==> config.mk <==
export PLATFORM = sky130hd
export DESIGN_NAME = regfile_write_scheduler
export DESIGN_NICKNAME = d
export VERILOG_FILES = /design/src/rtl/regfile_pkg.sv /design/src/rtl/regfile_write_scheduler_wb_slot.sv /design/src/rtl/regfile_write_scheduler.sv
export SDC_FILE = /design/constraint.sdc
export NUM_CORES = 1
export LEC_CHECK = 0
export ABC_AREA = 0
export BUFFER_PORTS_ARGS = -buffer_cell sky130_fd_sc_hd__buf_2
export CORE_MARGIN = 10
export CORE_UTILIZATION = 50
export CTS_CLUSTER_DIAMETER = 40
export DETAILED_ROUTE_END_ITERATION = 6
export PLACE_DENSITY = 0.75
export SLEW_MARGIN = 20
export SYNTH_ARGS = -nofsm -noshare
export SYNTH_HDL_FRONTEND = slang
export SYNTH_SLANG_ARGS = --single-unit
==> constraint.sdc <==
create_clock -name clk -period 1.8 [get_ports clk]
set_input_delay 0.18 -clock clk [delete_from_list [all_inputs] [get_ports clk]]
set_output_delay 0.18 -clock clk [all_outputs]
set_load 0.05 [all_outputs]
==> src/rtl/regfile_pkg.sv <==
// Shared types and sizes for the register-file write scheduler.
package regfile_pkg;
  localparam int N        = 32;
  localparam int ADD      = $clog2(N);
  localparam int ZERO_REG = 0;
  localparam int NREG     = N;

  typedef enum logic { CLEAR, RUN } state_e;
  typedef enum logic { PORT_A, PORT_B } port_e;

  typedef struct packed {
    logic [ADD-1:0] addr;
    logic [N-1:0]   data;
  } wr_req_t;
endpackage

==> src/rtl/regfile_write_scheduler_wb_slot.sv <==
// One-entry holding register for a pending register-file write.
import regfile_pkg::*;

module wb_slot (
  input  logic    clk,
  input  logic    rst_n,
  input  logic    load,
  input  logic    drain,
  input  wr_req_t req_in,
  output logic    full,
  output wr_req_t req
);
  // load wins over drain so a drained slot can be refilled on the same edge
  always_ff @(posedge clk) begin
    if (!rst_n) begin
      full <= 1'b0;
      req  <= '0;
    end else if (load) begin
      full <= 1'b1;
      req  <= req_in;
    end else if (drain) begin
      full <= 1'b0;
    end
  end
endmodule

==> src/rtl/regfile_write_scheduler.sv <==
// Single write port of the MIPS register file: zero-fill after reset, then
// round-robin arbitration between the writeback (A) and loader (B) slots.
import regfile_pkg::*;

module regfile_write_scheduler (
  input  logic           clk,
  input  logic           rst_n,
  input  logic           a_valid,
  output logic           a_ready,
  input  logic [ADD-1:0] a_addr,
  input  logic [N-1:0]   a_data,
  input  logic           b_valid,
  output logic           b_ready,
  input  logic [ADD-1:0] b_addr,
  input  logic [N-1:0]   b_data,
  output logic           rf_wr,
  output logic [ADD-1:0] rf_addr,
  output logic [N-1:0]   rf_data,
  output logic           init_busy
);
  localparam int NPORT = 2;

  state_e         state, state_nx;
  logic [ADD-1:0] clr_cnt;
  port_e          rr_ptr;

  logic [NPORT-1:0] vld, rdy, load, grant, full;
  wr_req_t          in_req   [NPORT];
  wr_req_t          slot_req [NPORT];
  wr_req_t          sel;

  // index 0 is port A, index 1 is port B
  assign vld       = {b_valid, a_valid};
  assign in_req[0] = '{addr: a_addr, data: a_data};
  assign in_req[1] = '{addr: b_addr, data: b_data};
  assign a_ready   = rdy[0];
  assign b_ready   = rdy[1];
  assign load      = vld & rdy;

  for (genvar i = 0; i < NPORT; i++) begin : g_slot
    wb_slot u_slot (
      .clk    (clk),
      .rst_n  (rst_n),
      .load   (load[i]),
      .drain  (grant[i]),
      .req_in (in_req[i]),
      .full   (full[i]),
      .req    (slot_req[i])
    );
  end

  always_ff @(posedge clk) begin
    if (!rst_n) state <= CLEAR;
    else        state <= state_nx;
  end

  always_comb begin
    state_nx = state;
    if (state == CLEAR && clr_cnt == ADD'(N-1)) state_nx = RUN;
  end

  // grant depends only on slot occupancy and rr_ptr, never on valid
  always_comb begin
    grant = '0;
    if (state == RUN) begin
      if (&full) grant = (rr_ptr == PORT_A) ? 2'b01 : 2'b10;
      else       grant = full;
    end
    rdy = (state == RUN) ? (~full | grant) : '0;
    sel = grant[1] ? slot_req[1] : slot_req[0];
  end

  always_ff @(posedge clk) begin
    if (!rst_n) begin
      rf_wr     <= 1'b0;
      rf_addr   <= '0;
      rf_data   <= '0;
      init_busy <= 1'b1;
      clr_cnt   <= ADD'(1);
      rr_ptr    <= PORT_A;
    end else if (state == CLEAR) begin
      rf_wr   <= 1'b1;
      rf_addr <= clr_cnt;
      rf_data <= '0;
      if (clr_cnt == ADD'(N-1)) init_busy <= 1'b0;
      else                      clr_cnt   <= clr_cnt + ADD'(1);
    end else if (|grant) begin
      // a write to $zero is consumed as a grant but never reaches the file
      rf_wr   <= (sel.addr != ADD'(ZERO_REG));
      rf_addr <= sel.addr;
      rf_data <= sel.data;
      rr_ptr  <= grant[0] ? PORT_B : PORT_A;
    end else begin
      rf_wr <= 1'b0;
    end
  end
endmodule

==> results.yml <==
clocking:
  clockBufferDepth: 2
  path_clk_slew_ps: 60
  htree_levels: 4
  root_buffer: "clkbuf_8"
  clock_latency_ps: 510
  cts_tree: "yes"
  cts_made_buffers: 17
  cts.sinks: 122
logic_synthesis:
  synth_xor_area_frac: 0.00502
  ys_warn_count: 0
  synth_edf_count: 0
  yosys.area_share.simple: 0.199
  syn_inst: 616
  synth_compound_area_frac: 0.260
  yosys.area_share.adder: 0.00478
  syn_nets: 696
  yosysSeqAreaShare: 0.467
  syn-cell-area_um2: 5230
  async_flop_share: 0
  ys.flop_type: "dfxtp_1"
  muxShareOfSynthArea: 0
  synth_cell_types: 41
  synth_top_family_by_area: "compound AO/OA/AOI/OAI gates"
  avgSynthCellArea_um2: 8.50
  ys_ff_latch: 122
finish:
  area_growth_pct: 40.3
  fin_util: 0.715
  final_cell_area_um2: 7340
  drive_gt1_frac: 0.267
  final_cell_count_no_fill: 949
  diodes: 0
  final_cell_mix: "nand2_1 (193), dfxtp_1 (119), buf_2 (117)"
  num-fill-cells: 754
  layout_commonest_cell: "nand2_1"
  nNetsFinal: 880
min_path:
  hp-class: "input pin to register"
  hp-start: "a_valid"
detailed_routing:
  drt-vias-per-instance: 5.27
  routedWlPerCell_um: 16.1
  vias: 4999
  postRouteAntennaNets: 0
  drc_errors: 0
  drt_iter0_markers: 464
  drt_wl_total_mm: 15.2
  firstDrtPassIters: 5
global_route:
  grt_max_degree: 63
  track_usage: 0.206
  antenna_found_initial: 0
  grt_overflow: 0
  grt_pass1_vias: 5075
  grt_pass1_wl_mm: 25.0
floorplan:
  dieHeight_um: 122
  core_area_um2: 10300
  die_w_um: 122
  rows: 37
  io_pins: 119
  dieArea_um2: 15000
  floorplan.initialDensity: 0.509
setup_path:
  cp_max_fo: 12
  setup.worst_path.end: "b_ready"
  rrSetupSlack_ps: 110
  crit_required_ps: 1620
  critPathKind: "register to output port"
  arrival_ps: 1560
  timing.rr.start: "clr_cnt[0]"
  reg2reg_depth: 7
  cp-start-kind: "register"
  rr_endpoint: "clr_cnt[3]"
  end_kind: "output port"
  critPathLaunch: "g_slot[0].u_slot.full"
timing:
  max_freq_mhz: 576
  hold_violations: 0
  grt_setup_unrepaired: "false"
  setup_viol: 0
  worst_slack_ps: 64.0
  report.final.slew_viol_count: 0
  tightest_slew_ps: 508
  holdWs_ps: 50.8
  fin_crit_ps: 1740
  fin_skew_ps: 9.56
  fin_crit_sh: 0.964
  slew_headroom: 0.662
placement:
  gp_congestion: 0.807
  placed_cell_area_um2: 5920
  pre_cts_slack_ps: -27.6
  dp_hpwl_mm: 9.69
  port_buffers: 118
  dp.cells: 842
power:
  ir_drop_uv: 594
  p_leak_uw: 0.00269
  power.density_nw_per_um2: 937
flow_run:
  cap_violations: 0
outcome:
  status: "completed"
==> cell type report <==
class | instances | area, um^2 | area share
clock inverters | 14 | 243 | 0.0331
well taps | 136 | 170 | 0.0232
repair buffers | 216 | 1560 | 0.213
inverters | 6 | 22.5 | 0.00307
multi-input cells | 437 | 2480 | 0.338
flip-flops and latches | 122 | 2450 | 0.333
clock buffers | 18 | 418 | 0.0569
==> critical path, cell delays in order, from the launching register on <==
cell	delay, ps
dfxtp_2	350
nor2b_4	130
buf_4	180
a21boi_2	170
buf_4	220
==> registers in the layout, summed over array words and instances (netlist names) <==
signal              flops
g_slot.u_slot.req      74
rf_data                32
clr_cnt                 5
rf_addr                 5
g_slot.u_slot.full      2
init_busy               1
rf_wr                   1
rr_ptr                  1
state                   1
==> layer usage <==
metal  share of wire  global-route usage  vias to the layer above
li1                -                   -                     2454
met4           0.012              0.0574                        0
met3           0.076              0.0684                       16
met2            0.50               0.353                      183
met5               0                   0                        -
met1            0.41               0.241                     2346
==> how the worst min path moves through the flow <==
stage | to | cells after the start | slack, ps
2_1_floorplan | g_slot[0].u_slot.req[1] | 2 | 310
3_3_place_gp | g_slot[0].u_slot.req[7] | 3 | 420
3_5_place_dp | g_slot[0].u_slot.req[8] | 3 | 430
4_1_cts | g_slot[0].u_slot.full | 3 | 20
5_1_grt | g_slot[0].u_slot.full | 3 | 60
6_report | g_slot[0].u_slot.full | 3 | 50
==> synthesized netlist by cell type, types with 2 or more instances <==
cell type  count  share of area
a21boi_1       8          0.011
nor2b_1        4         0.0048
buf_2         14          0.013
nand3_1       11          0.011
buf_6          8          0.017
and2_1         3         0.0036
a311oi_1      32          0.054
o21a_1         6         0.0086
nand2_1      193           0.14
nor2_1        36          0.026
clkbuf_1      16          0.011
dfxtp_1      122           0.47
clkbuf_2       4         0.0038
a21oi_1        6         0.0057
buf_4          8          0.011
o21ai_0       44          0.042
ha_1           2         0.0048
a21boi_2      30          0.065
a21boi_0      40          0.057
inv_1          6         0.0043
xnor2_1        3         0.0050
==> where the power goes <==
| group | switching [uW] | internal, uW |
|---|---|---|
| sequential | 13.9 | 2720 |
| combinational | 127 | 218 |
| clock | 1260 | 2540 |
| total | 1400 | 5470 |
==> kinds of logic after synthesis <==
family	Yosys count
DFF	122
xor gates and xnor gates	3
AOI/OAI and AO/OA	175
buffers and inverters	57
and+or+nand+nor	257
adders and majority gates	2
==> per-stage QoR <==
step	setup TNS (ps)	total power (uW)
5_1_grt	0	7060
6_report	0	6880
3_3_place_gp	0	3000
2_1_floorplan	0	2890
3_5_place_dp	-27.6	3000
4_1_cts	0	6900
==> repair_timing <==
| action | 4_1_cts | 5_1_grt |
|---|---|---|
| pin swaps | 0 | 0 |
| endpoints found under the setup margin | 4 | 3 |
| resized for setup | 4 | 2 |
| hold endpoints to repair | 74 | 0 |
| hold buffers | 74 | 0 |
| buffers inserted | 1 | 0 |
Note: power is estimated with default switching activity, not from simulation.
